## config.mk

```make
export PLATFORM = sky130hd
export DESIGN_NAME = accum_result_divider_flat
export DESIGN_NICKNAME = d
export VERILOG_FILES = /design/src/rtl/accum_pkg.sv /design/src/rtl/accum_result_divider_if.sv /design/src/rtl/div_step.sv /design/src/rtl/accum_result_divider.sv /design/src/flat_wrapper.sv
export SDC_FILE = /design/constraint.sdc
export NUM_CORES = 1
export LEC_CHECK = 0
export BUFFER_PORTS_ARGS = -buffer_cell sky130_fd_sc_hd__buf_2
export CAP_MARGIN = 20
export CORE_UTILIZATION = 45
export CTS_BUF_LIST = sky130_fd_sc_hd__clkbuf_2 sky130_fd_sc_hd__clkbuf_4 sky130_fd_sc_hd__clkbuf_8
export CTS_CLUSTER_SIZE = 28
export DETAILED_ROUTE_END_ITERATION = 7
export PLACE_DENSITY = 0.65
export SLEW_MARGIN = 5
export SYNTH_ARGS = -nofsm -noshare
export SYNTH_HDL_FRONTEND = slang
export SYNTH_SLANG_ARGS = --single-unit
```

## constraint.sdc

```tcl
create_clock -name clk -period 3.2 [get_ports clk]
set_input_delay 0.48 -clock clk [delete_from_list [all_inputs] [get_ports clk]]
set_output_delay 0.48 -clock clk [all_outputs]
set_load 0.05 [all_outputs]
```

## src/rtl/accum_pkg.sv

```systemverilog
// Shared definitions for the accumulator stage and its result divider.
// ACC_LIMIT is the bound the upstream accumulator uses to stop growing y.
package accum_pkg;

  localparam int ACC_LIMIT = 300;
  localparam int W_DEFAULT = 15;

  typedef enum logic [1:0] {
    IDLE = 2'd0,
    DIV  = 2'd1,
    HOLD = 2'd2
  } div_state_t;

endpackage

```

## src/rtl/accum_result_divider_if.sv

```systemverilog
// Input and output channels of the accumulator result divider.
// Both channels: a beat transfers on a rising edge where valid && ready; the
// sender holds valid and payload stable until then, and ready may not depend on valid.
interface accum_result_divider_if
  import accum_pkg::*;
#(
  parameter int W = W_DEFAULT
) ();

  logic         in_valid;
  logic         in_ready;
  logic [W-1:0] in_x;
  logic [W-1:0] in_y;
  logic         out_valid;
  logic         out_ready;
  logic [W-1:0] out_q;
  logic [W-1:0] out_r;
  logic         out_div_zero;

  modport master (
    output in_valid, in_x, in_y, out_ready,
    input  in_ready, out_valid, out_q, out_r, out_div_zero
  );

  modport slave (
    input  in_valid, in_x, in_y, out_ready,
    output in_ready, out_valid, out_q, out_r, out_div_zero
  );

endinterface

```

## src/rtl/div_step.sv

```systemverilog
// One combinational restoring-division step: shift in a dividend bit and
// subtract the divisor if it fits. Assumes rem < divisor on entry.
module div_step #(
  parameter int W = 15
) (
  input  logic [W-1:0] rem,
  input  logic         dbit,
  input  logic [W-1:0] divisor,
  output logic [W-1:0] rem_next,
  output logic         qbit
);

  logic [W:0]   trial;
  logic [W-1:0] diff;

  assign trial = {rem, dbit};
  // When the subtraction is taken the result is below the divisor, so the
  // low W bits of the difference are exact.
  assign diff     = trial[W-1:0] - divisor;
  assign qbit     = trial[W] | (trial[W-1:0] >= divisor);
  assign rem_next = qbit ? diff : trial[W-1:0];

endmodule

```

## src/rtl/accum_result_divider.sv

```systemverilog
// Divides the accumulator's final x by its final y with a W-cycle restoring
// divider and holds quotient/remainder on a valid/ready output.
module accum_result_divider
  import accum_pkg::*;
#(
  parameter  int W  = W_DEFAULT,
  localparam int CW = $clog2(W + 1)
) (
  input  logic                   clk,
  input  logic                   rst_n,
  accum_result_divider_if.slave  bus,
  output div_state_t             state_dbg
);

  localparam logic [1:0] ST_IDLE = 2'd0;
  localparam logic [1:0] ST_DIV  = 2'd1;
  localparam logic [1:0] ST_HOLD = 2'd2;

  logic [1:0]    state;
  logic [CW-1:0] cnt;
  logic [W-1:0]  divisor;
  logic [W-1:0]  dvd;
  logic [W-1:0]  rem;
  logic [W-1:0]  q_reg;
  logic [W-1:0]  r_reg;
  logic          valid_reg;
  logic          dz_reg;
  logic [W-1:0]  rem_next;
  logic          qbit;

  div_step #(.W(W)) u_step (
    .rem      (rem),
    .dbit     (dvd[W-1]),
    .divisor  (divisor),
    .rem_next (rem_next),
    .qbit     (qbit)
  );

  // dvd doubles as the quotient register: dividend bits leave at the top
  // while quotient bits enter at the bottom.
  always_ff @(posedge clk or negedge rst_n) begin
    if (!rst_n) begin
      state     <= ST_IDLE;
      cnt       <= '0;
      divisor   <= '0;
      dvd       <= '0;
      rem       <= '0;
      q_reg     <= '0;
      r_reg     <= '0;
      valid_reg <= 1'b0;
      dz_reg    <= 1'b0;
    end else begin
      case (state)
        ST_IDLE: begin
          if (bus.in_valid) begin
            divisor <= bus.in_y;
            dvd     <= bus.in_x;
            rem     <= '0;
            if (bus.in_y == '0) begin
              q_reg     <= '1;
              r_reg     <= bus.in_x;
              dz_reg    <= 1'b1;
              valid_reg <= 1'b1;
              state     <= ST_HOLD;
            end else begin
              cnt   <= CW'(W);
              state <= ST_DIV;
            end
          end
        end
        ST_DIV: begin
          rem <= rem_next;
          dvd <= {dvd[W-2:0], qbit};
          cnt <= cnt - CW'(1);
          if (cnt == CW'(1)) begin
            q_reg     <= {dvd[W-2:0], qbit};
            r_reg     <= rem_next;
            dz_reg    <= 1'b0;
            valid_reg <= 1'b1;
            state     <= ST_HOLD;
          end
        end
        ST_HOLD: begin
          if (bus.out_ready) begin
            valid_reg <= 1'b0;
            state     <= ST_IDLE;
          end
        end
        default: state <= ST_IDLE;
      endcase
    end
  end

  assign bus.in_ready     = (state == ST_IDLE);
  assign bus.out_valid    = valid_reg;
  assign bus.out_q        = q_reg;
  assign bus.out_r        = r_reg;
  assign bus.out_div_zero = dz_reg;
  assign state_dbg        = div_state_t'(state);

endmodule
```

## src/flat_wrapper.sv

```systemverilog
// flat-port wrapper written by rule: the top's interface ports become plain ports
module accum_result_divider_flat import accum_pkg::*;
#(
  parameter  int W  = W_DEFAULT,
  localparam int CW = $clog2(W + 1)
)
  (clk, rst_n, state_dbg, bus_in_valid, bus_in_x, bus_in_y, bus_out_ready, bus_in_ready, bus_out_valid, bus_out_q, bus_out_r, bus_out_div_zero);
  accum_result_divider_if #(.W(W)) bus_i ();
  input  logic clk;
  input  logic rst_n;
  output div_state_t state_dbg;
  input wire logic [$bits(bus_i.in_valid)-1:0] bus_in_valid;
  input wire logic [$bits(bus_i.in_x)-1:0] bus_in_x;
  input wire logic [$bits(bus_i.in_y)-1:0] bus_in_y;
  input wire logic [$bits(bus_i.out_ready)-1:0] bus_out_ready;
  output wire logic [$bits(bus_i.in_ready)-1:0] bus_in_ready;
  output wire logic [$bits(bus_i.out_valid)-1:0] bus_out_valid;
  output wire logic [$bits(bus_i.out_q)-1:0] bus_out_q;
  output wire logic [$bits(bus_i.out_r)-1:0] bus_out_r;
  output wire logic [$bits(bus_i.out_div_zero)-1:0] bus_out_div_zero;
  assign bus_i.in_valid = bus_in_valid;
  assign bus_i.in_x = bus_in_x;
  assign bus_i.in_y = bus_in_y;
  assign bus_i.out_ready = bus_out_ready;
  assign bus_in_ready = bus_i.in_ready;
  assign bus_out_valid = bus_i.out_valid;
  assign bus_out_q = bus_i.out_q;
  assign bus_out_r = bus_i.out_r;
  assign bus_out_div_zero = bus_i.out_div_zero;
  accum_result_divider #(.W(W)) u_core (.clk(clk), .rst_n(rst_n), .bus(bus_i), .state_dbg(state_dbg));
endmodule
```

==> results.py, run 1 <==
metrics = {
    "status": {
        "outcome": "complete, no violations",
    },
    "critical_path": {
        "r2r_start": "u_core.rem[11]$_DFFE_PN0P_",
        "cp.required_ps": 3490,
        "cp.arrival_ps": 3080,
        "cp-end-kind": "flop",
        "r2r_cells": 7,
        "crit_type": "flop to flop",
        "r2r_slack_ps": 410,
        "rr_endpoint": "u_core.rem[5]$_DFFE_PN0P_",
        "critPathLaunchType": "flop",
        "crit_path_max_fanout": 17,
    },
    "hold_path": {
        "worst_hold_path.endpoint": "u_core.state_dbg[1]$_DFFE_PN0P_",
        "hold_start": "bus_out_ready",
        "hold_class": "input port to flop",
        "worstHoldPathCells": 2,
    },
    "clock_tree": {
        "cts_root_buf": "clkbuf_8",
        "path_clk_slew_ps": 90,
        "cts_hold_buf": 0,
        "cts_setup_buffers": 0,
        "clock_latency_ps": 380,
        "clk_path_buf_depth": 2,
        "clock-sinks": 83,
        "tritoncts": "done",
        "cts_buffers": 9,
        "h-tree-depth": 3,
        "cts-resized-gates": 0,
    },
    "synthesis": {
        "syn_area_per_cell_sq_um": 8.718,
        "ys_seq_elements": 83,
        "synth_nets": 583,
        "yosysWarningCount": 0,
        "syn-instance-count": 531,
        "ys.flop_type": "dfrtp_1",
        "synth_edf_count": 0,
        "async_flop_share": 1.000,
        "yosys.cell_types.count": 61,
        "synth_area_sq_mm": 0.004629,
        "ys_seq_area_frac": 0.4486,
    },
    "global_route": {
        "grt_pass1_wl_um": 19430,
        "antenna_found_initial": 0,
        "grt_usage": 0.2430,
        "grt.overflow.total": 0,
        "grt_max_degree": 84,
        "grt_pass1_vias": 3793,
    },
    "routing": {
        "viasPerCell": 5.704,
        "antenna_left": 0,
        "drt_iter0_drc": 209,
        "num_vias": 4130,
        "routed_wl_um": 12040,
        "wl_per_cell_um": 16.63,
        "drc": 0,
        "drtPass1Iterations": 4,
    },
    "sta": {
        "fin_setup_tns_ps": 0,
        "slew_headroom": 0.3746,
        "period_minus_slack_ps": 2791,
        "setup_viol": 0,
        "fin_skew_ps": 9.530,
        "finalCritPeriodShare": 0.8721,
        "rsz0062_at_grt": "false",
        "fin_ws_ps": 409.1,
        "report.final.slew_viol_count": 0,
        "hold_violations": 0,
        "fmax_ghz": 0.3583,
        "worst_pin_slew_ps": 937.0,
    },
    "place": {
        "portBuffers": 68,
        "dp_hpwl_um": 8828,
        "pre_cts_ws_ps": 424.2,
        "place_congestion": 0.8754,
    },
    "layout": {
        "layout_common_cells": "dfrtp_1 (83), nand2_1 (78), buf_2 (67)",
        "syn_to_final_growth_pct": 14.81,
        "n_antenna_cell": 0,
        "layout_commonest_cell": "dfrtp_1",
        "drive_gt1_frac": 0.1878,
        "nets": 638,
    },
    "floorplan": {
        "num_rows": 36,
        "fp.dieW_um": 103.4,
        "die-area_sq_mm": 0.01070,
        "initial_core_util": 0.4693,
        "ios": 69,
        "core_area_sq_mm": 0.009864,
        "dieHeight_um": 103.4,
    },
    "job": {
        "cap_violations": 0,
    },
}
[worst max-delay path, cell delays in order (launching register included)]
cell and delay [ps]:
dfrtp_1 420, ha_1 410, a21oi_1 210, o21ai_0 140, a21o_2 350, nor2_2 750, nand3_1 220, a31oi_1 200
[logic make-up after synthesis]
kind of cell	Yosys count	synth area share
flip-flops	83	0.4486
adder cells (fa/ha/maj)	18	0.05027
buffers and inverters	54	0.05297
AND/OR/NAND/NOR	206	0.2105
XOR/XNOR	7	0.01324
AO/OA/AOI/OAI	163	0.2243
[per-stage QoR]
stage,hold slack (ps),util,std cells,cell area (sq um)
floorplan,184.4,-,531,4629
global placement,455.3,0.5098,706,5029
detailed placement,465.8,0.5098,706,5029
CTS,285.9,0.5350,722,5278
global route,342.1,0.5388,724,5315
finish,302.5,0.5388,724,5315
[sequential cells by signal (all words and copies together) (netlist names)]
register,cells
u_core.dvd,15
u_core.state_dbg,2
u_core.bus.out_q,15
u_core.rem,15
u_core.bus.out_div_zero,1
u_core.divisor,15
u_core.cnt,4
u_core.bus.out_valid,1
u_core.bus.out_r,15
[area by class of cell]
type | instances | area (sq um)
fill | 942 | 4549
multi-input combinational | 394 | 2311
sequential | 83 | 2077
timing repair buffer | 77 | 432.9
tap | 133 | 166.4
clock buffer | 10 | 137.6
clock inverter | 6 | 111.4
inverter | 21 | 78.83
[cells in the mapped netlist (all sizes together) (9+ instances only)]
master | count | area (sq um)
clkbuf | 19 | 72.56
nand2 | 78 | 292.8
ha | 17 | 212.7
o211ai | 9 | 67.56
inv | 21 | 78.83
nor2 | 65 | 246.5
nand3 | 22 | 147.7
a31oi | 43 | 269.0
buf | 14 | 93.84
a21oi | 35 | 178.9
o21ai | 44 | 224.0
dfrtp | 83 | 2077
[routing by layer]
| layer | wire length, um | track usage | vias up |
|---|---|---|---|
| met5 | 0 | 0 | - |
| met4 | 341 | 0.1203 | 0 |
| met3 | 580 | 0.02957 | 20 |
| met2 | 5543 | 0.3724 | 125 |
| met1 | 5571 | 0.3400 | 1980 |
| li1 | - | - | 2005 |
[worst max path at each step]
stage / to / from / depth (start not counted)
final: u_core.rem[5]$_DFFE_PN0P_ / u_core.rem[11]$_DFFE_PN0P_ / 7
after global routing: u_core.rem[4]$_DFFE_PN0P_ / u_core.rem[13]$_DFFE_PN0P_ / 7
after CTS: u_core.rem[5]$_DFFE_PN0P_ / u_core.rem[13]$_DFFE_PN0P_ / 7
after detailed placement: u_core.rem[5]$_DFFE_PN0P_ / u_core.rem[13]$_DFFE_PN0P_ / 7
after global placement: u_core.bus.out_r[12]$_DFFE_PN0P_ / u_core.rem[13]$_DFFE_PN0P_ / 7
after floorplan: u_core.rem[4]$_DFFE_PN0P_ / u_core.state_dbg[1]$_DFFE_PN0P_ / 7
Power of run 1 is left out: the tool's default activity adds up to more than one toggle a clock period on the data nets, which glitch-free logic cannot reach.
==> run 2, diff against run 1 <==
--- a/config.mk
+++ b/config.mk
@@ -11,8 +11,9 @@
 export CTS_BUF_LIST = sky130_fd_sc_hd__clkbuf_2 sky130_fd_sc_hd__clkbuf_4 sky130_fd_sc_hd__clkbuf_8
 export CTS_CLUSTER_SIZE = 28
 export DETAILED_ROUTE_END_ITERATION = 7
-export PLACE_DENSITY = 0.65
+export PLACE_DENSITY = 0.66
 export SLEW_MARGIN = 5
 export SYNTH_ARGS = -nofsm -noshare
 export SYNTH_HDL_FRONTEND = slang
+export SYNTH_HIERARCHICAL = 1
 export SYNTH_SLANG_ARGS = --single-unit
==> run 2 against run 1 <==
The flow now finishes with violations (design-rule violations). Synthesized cell count shrank 18%. Final area is 2.8% lower. Via count decreased by 15%. Critical path type unchanged.
==> results.py, run 2 <==
metrics = {
    "status": {
        "outcome": "complete, but fails checks",
        "failed_checks": "design-rule violations",
    },
    "job": {
        "cap_violations": 0,
    },
    "synthesis": {
        "ys_seq_area_frac": 0.4619,
        "synth_area_sq_mm": 0.004497,
        "syn_area_per_cell_sq_um": 10.39,
        "synth_nets": 485,
        "syn-instance-count": 433,
        "yosys.cell_types.count": 56,
        "yosysTopAreaCellShare": 0.4619,
        "ys_seq_elements": 83,
        "yosysWarningCount": 6,
        "synth.most_common_cell": "dfrtp_1",
        "yosys.area.top_type": "dfrtp_1",
        "ys.flop_type": "dfrtp_1",
        "async_flop_share": 1.000,
        "ys_top_cells_by_area": "dfrtp_1 (46%), mux2_2 (5.3%), ha_1 (4.7%), o21ai_0 (4.6%), a21oi_1 (4.2%)",
        "ys_top_cells_by_count": "dfrtp_1 (83), o21ai_0 (41), a21oi_1 (38)",
        "synth_edf_count": 0,
    },
    "layout": {
        "layout_commonest_cell": "dfrtp_1",
        "layout_common_cells": "dfrtp_1 (83), buf_2 (67), o21ai_0 (41)",
        "drive_gt1_frac": 0.2629,
        "stdcell_count": 635,
        "nFillCells": 921,
        "nets": 549,
        "n_antenna_cell": 0,
        "syn_to_final_growth_pct": 14.91,
    },
    "global_route": {
        "grt_pass1_wl_um": 16890,
        "grtUsageMet1": 0.2929,
        "top_usage_layer": "met2",
        "grt_usage": 0.2131,
        "grt_max_degree": 84,
        "grt_pass1_vias": 3345,
        "use_met2": 0.3438,
        "grt.overflow.total": 0,
        "use_met3": 0.04309,
        "antenna_found_initial": 0,
    },
    "critical_path": {
        "crit_start": "u_core/rem[0]$_DFFE_PN0P_",
        "r2r_cells": 9,
        "critPathBufInv": 1,
        "cp.required_ps": 3440,
        "r2r_slack_ps": 180,
        "cp-end-kind": "flop",
        "crit_chain": "ha_1, nor2b_4, o31a_1, o31a_1, o31a_1, o31ai_4, buf_4, mux2_2, a22o_1",
        "cp.arrival_ps": 3260,
        "r2r_start": "u_core/rem[0]$_DFFE_PN0P_",
        "crit_type": "flop to flop",
        "critPathLaunchType": "flop",
        "crit_path_max_fanout": 8,
        "path_delay_family": "compound AO/OA/AOI/OAI gates",
        "endpoint": "u_core/rem[3]$_DFFE_PN0P_",
        "cp_num_cells": 9,
        "crit_top_cell": "o31a_1",
        "slowest_delay_ps": 440,
        "slowest_stage": "dfrtp_1",
        "rr_endpoint": "u_core/rem[3]$_DFFE_PN0P_",
    },
    "sta": {
        "finalCritPeriodShare": 0.9449,
        "worst_pin_slew_ps": 720.7,
        "report.final.slew_viol_count": 0,
        "fmax_ghz": 0.3307,
        "rsz0062_at_grt": "false",
        "hold_violations": 0,
        "setup_viol": 0,
        "fin_ws_ps": 176.3,
        "fin_setup_tns_ps": 0,
        "slew_headroom": 0.5132,
        "period_minus_slack_ps": 3024,
        "fin_skew_ps": 12.20,
    },
    "hold_path": {
        "hold_class": "input port to asynchronous set/reset pin",
    },
    "floorplan": {
        "dieHeight_um": 102.0,
        "initial_core_util": 0.4622,
        "die-area_sq_mm": 0.01040,
        "core_area_sq_mm": 0.009729,
        "num_rows": 36,
        "fp.dieW_um": 102.0,
        "ios": 69,
    },
    "power": {
        "powerDensity_mw_per_mm2": 1085,
        "p_int_mw": 3.003,
        "power.switching_mw": 2.604,
        "pwr-share-clk": 0.140,
        "p_comb_frac": 0.557,
        "p_sw_frac": 0.4644,
        "power_frac_seq": 0.303,
        "ir_drop_mv": 1.035,
        "power_leakage_nw": 2.362,
    },
    "clock_tree": {
        "cts_root_buf": "clkbuf_8",
        "clock-sinks": 83,
        "cts_setup_buffers": 0,
        "cts_buffers": 9,
        "cts_hold_buf": 0,
        "path_clk_slew_ps": 90,
        "clk_path_buf_depth": 2,
        "clock_latency_ps": 350,
        "cts-resized-gates": 0,
        "h-tree-depth": 3,
        "tritoncts": "done",
    },
    "routing": {
        "drtPass1Iterations": 6,
        "drt_iter0_drc": 191,
        "wl_per_cell_um": 16.39,
        "antenna_left": 0,
        "num_vias": 3511,
        "viasPerCell": 5.529,
        "drc": 1,
        "routed_wl_um": 10410,
    },
    "place": {
        "placed_cells": 618,
        "place_congestion": 0.8467,
        "pre_cts_ws_ps": 216.8,
        "portBuffers": 68,
        "dp_hpwl_um": 7652,
    },
}
-- run 2: cell types whose count changed after synthesis, sizes merged, moves of 15 or more --
cell | previous run | this run
nand2 | 78 | 22
nor2 | 65 | 16
a31oi | 43 | 0
mux2 | 0 | 29
nand3 | 22 | 3
a22o | 0 | 15
-- run 2: kinds of logic (layout without fill, tap and decap cells) --
| kind of cell | after synthesis | after routing | share of synthesized area |
|---|---|---|---|
| AO/OA/AOI/OAI | 165 | 165 | 0.2404 |
| XOR/XNOR | 9 | 9 | 0.01753 |
| adder cells (fa/ha/maj) | 18 | 18 | 0.05175 |
| buffers and inverters | 49 | 118 | 0.05064 |
| flip-flops | 83 | 83 | 0.4619 |
| multiplexers | 31 | 31 | 0.08375 |
| AND/OR/NAND/NOR | 78 | 78 | 0.09405 |
-- run 2: stage by stage --
step	area, sq um	hold WS [ps]	total power, mW	utilization
global route	5167	156.5	6.043	0.5311
finish	5167	114.1	5.608	0.5311
floorplan	4497	184.4	4.102	-
CTS	5147	299.5	5.622	0.5291
global placement	4940	460.6	4.743	0.5077
detailed placement	4940	467.5	4.818	0.5077
-- run 2: cell type report --
type	count	area, sq um	area share
tap	133	166.4	0.03220
timing repair buffer	76	415.4	0.08039
sequential	83	2077	0.4019
clock buffer	10	137.6	0.02663
clock inverter	6	70.07	0.01356
inverter	26	97.59	0.01889
multi-input combinational	301	2203	0.4264
-- run 2: worst min path at each step --
stage                                           to  depth (start not counted)
2_1_floorplan  u_core/bus.out_div_zero$_DFFE_PN0P_                          0
3_3_place_gp   u_core/bus.out_div_zero$_DFFE_PN0P_                          1
3_5_place_dp   u_core/bus.out_div_zero$_DFFE_PN0P_                          1
4_1_cts            u_core/state_dbg[1]$_DFFE_PN0P_                          2
5_1_grt            u_core/bus.out_q[7]$_DFFE_PN0P_                          1
6_report           u_core/bus.out_q[8]$_DFFE_PN0P_                          1
-- run 2: routing by layer --
layer  vias up  routed length [um]
li1       1702                   -
met1      1715                4847
met2        81                4960
met3        13                 459
met4         0                 139
met5         -                   0
-- run 2: power groups by stage --
stage	sequential (mW)	clock (mW)	combinational, mW
floorplan	2.05	0	2.05
global placement	1.71	0	3.03
detailed placement	1.72	0	3.10
CTS	1.70	0.809	3.11
global route	1.75	0.851	3.44
finish	1.70	0.786	3.12
No activity file was read; power rests on OpenSTA's default activity.
==> run 3, diff against run 2 <==
==> constraint.sdc (replaced) <==
create_clock -name clk -period 3 [get_ports clk]
set_input_delay 0.45 -clock clk [delete_from_list [all_inputs] [get_ports clk]]
set_output_delay 0.45 -clock clk [all_outputs]
set_load 0.05 [all_outputs]
==> run 3 against run 2 <==
The run still ends with design-rule violations left. Final area up 0.70%. Register-to-register slack about the same. Clock skew decreased by 4.7 ps. Non-clock buffer count grew 5. Sequential share of layout area shrank 0.28 points. Core utilization grew 0.37 points. Sequential power grew 6%. Final cell count rose by 0.79%. Largest cell class unchanged. Count of clock-buffer cells in the layout is the same. Wire length fell by 1.0%. Worst setup slack gained 9.0 ps. Largest power group unchanged. Combinational power is 8.3% higher.
==> results.py, run 3 (same netlist as run 2, synthesis figures left out) <==
metrics = {
    "critical_path": {
        "rr_endpoint": "u_core/bus.out_r[7]$_DFFE_PN0P_",
        "crit_chain": "ha_1, a21oi_2, o21ai_0, a211o_2, o31a_1, o31ai_4, buf_6, mux2_4, a21oi_1, o21ai_1",
        "cp.required_ps": 3210,
        "r2r_slack_ps": 190,
        "cp-end-kind": "flop",
        "critPathLaunchType": "flop",
        "cp.arrival_ps": 3020,
        "slowest_delay_ps": 420,
        "r2r_cells": 10,
        "r2r_start": "u_core/rem[4]$_DFFE_PN0P_",
        "crit_type": "flop to flop",
        "slowest_stage": "dfrtp_1",
        "crit_path_max_fanout": 7,
    },
    "clock_tree": {
        "h-tree-depth": 3,
        "path_clk_slew_ps": 80,
        "cts_buffers": 9,
        "clock_latency_ps": 350,
        "clk_path_buf_depth": 2,
        "clock-sinks": 83,
        "tritoncts": "done",
        "cts_root_buf": "clkbuf_8",
    },
    "global_route": {
        "grt_max_degree": 84,
        "grt_usage": 0.2116,
        "grt_pass1_vias": 3367,
        "grt.overflow.total": 0,
        "grt_pass1_wl_um": 16790,
        "antenna_found_initial": 0,
    },
    "routing": {
        "wl_per_cell_um": 16.10,
        "num_vias": 3551,
        "drt_iter0_drc": 203,
        "viasPerCell": 5.548,
        "antenna_left": 0,
        "drtPass1Iterations": 6,
        "routed_wl_um": 10300,
        "drc": 1,
    },
    "layout": {
        "drive_gt1_frac": 0.2722,
        "nets": 554,
        "n_antenna_cell": 0,
        "layout_commonest_cell": "dfrtp_1",
        "final_util": 0.5349,
        "syn_to_final_growth_pct": 15.72,
        "layout_common_cells": "dfrtp_1 (83), buf_2 (67), o21ai_0 (41)",
        "nFillCells": 916,
        "ff_latch_area_sq_mm": 0.002077,
        "stdcell_count": 640,
        "multiInputGateArea_sq_mm": 0.002212,
        "final_area_sq_mm": 0.005204,
    },
    "power": {
        "ir_drop_mv": 0.8684,
        "power_mw": 5.946,
        "power_leakage_nw": 2.382,
        "powerDensity_mw_per_mm2": 1143,
    },
    "status": {
        "outcome": "complete, but fails checks",
        "failed_checks": "design-rule violations",
    },
    "floorplan": {
        "dieHeight_um": 102.0,
        "num_rows": 36,
        "ios": 69,
        "fp.dieW_um": 102.0,
        "core_area_sq_mm": 0.009729,
        "initial_core_util": 0.4622,
        "die-area_sq_mm": 0.01040,
    },
    "hold_path": {
        "hold_start": "bus_out_ready",
        "worstHoldPathCells": 2,
        "worst_hold_path.endpoint": "u_core/state_dbg[1]$_DFFE_PN0P_",
        "hold_class": "input port to flop",
    },
    "sta": {
        "hold_violations": 0,
        "finalCritPeriodShare": 0.9382,
        "worst_pin_slew_ps": 716.3,
        "hold_ws_ps": 281.4,
        "setup_viol": 0,
        "fin_skew_ps": 7.518,
        "fmax_ghz": 0.3553,
        "period_minus_slack_ps": 2815,
        "report.final.slew_viol_count": 0,
        "slew_headroom": 0.5162,
    },
    "place": {
        "placed_cells": 622,
        "portBuffers": 68,
        "place_congestion": 0.8885,
        "dp_hpwl_um": 7688,
        "placed_cell_area_sq_mm": 0.004970,
    },
    "job": {
        "cap_violations": 0,
    },
}
run 3: how the worst max path moves through the flow:
stage                                              from                               end  slack, ps
after floorplan               u_core/rem[0]$_DFFE_PN0P_         u_core/rem[5]$_DFFE_PN0P_        110
final                         u_core/rem[4]$_DFFE_PN0P_   u_core/bus.out_r[7]$_DFFE_PN0P_        190
after detailed placement  u_core/divisor[1]$_DFFE_PN0P_   u_core/bus.out_r[1]$_DFFE_PN0P_         80
after global placement    u_core/divisor[1]$_DFFE_PN0P_   u_core/bus.out_r[4]$_DFFE_PN0P_        150
after CTS                 u_core/divisor[1]$_DFFE_PN0P_   u_core/bus.out_r[1]$_DFFE_PN0P_         60
after global routing      u_core/divisor[6]$_DFFE_PN0P_  u_core/bus.out_r[14]$_DFFE_PN0P_         -5
run 3: cell type report:
class                   instances  share of cell area
multi-input cells             301              0.4251
flip-flops and latches         83              0.3991
inverters                      26             0.01875
repair buffers                 81             0.09041
clock inverters                 6            0.009377
clock buffers                  10             0.02525
well taps                     133             0.03198
run 3: routing by layer:
| metal | vias to the layer above | routed length (um) | global-route usage |
|---|---|---|---|
| met5 | - | 0 | 0 |
| met4 | 0 | 131 | 0.06264 |
| met3 | 10 | 405 | 0.03830 |
| met2 | 88 | 4994 | 0.3412 |
| met1 | 1735 | 4770 | 0.2917 |
| li1 | 1718 | - | - |
run 3: critical path: cells and delay by family, from the launching register on:
kind	cells	cell delay [ps]
buffers and inverters	1	190
adder cells (fa/ha/maj)	1	280
AO/OA/AOI/OAI	7	1470
multiplexers	1	320
flip-flops	1	420
run 3: report_power, final:
group	internal, mW	switching, mW
sequential	1.52	0.285
combinational	1.31	2.07
clock	0.317	0.434
run 3: metrics by stage:
stage | TNS, ps | setup WS (ps)
after floorplan | 0 | 112.9
after global placement | 0 | 149.0
after detailed placement | 0 | 83.83
after CTS | 0 | 61.26
after global routing | -8.679 | -5.285
final | 0 | 185.3
run 3: repair_timing:
item | in CTS | in global routing
endpoints found under the setup margin | 0 | 22
gates resized for setup | 0 | 5
buffers inserted | 0 | 0
endpoints found under the hold margin | 0 | 7
hold buffers | 0 | 1
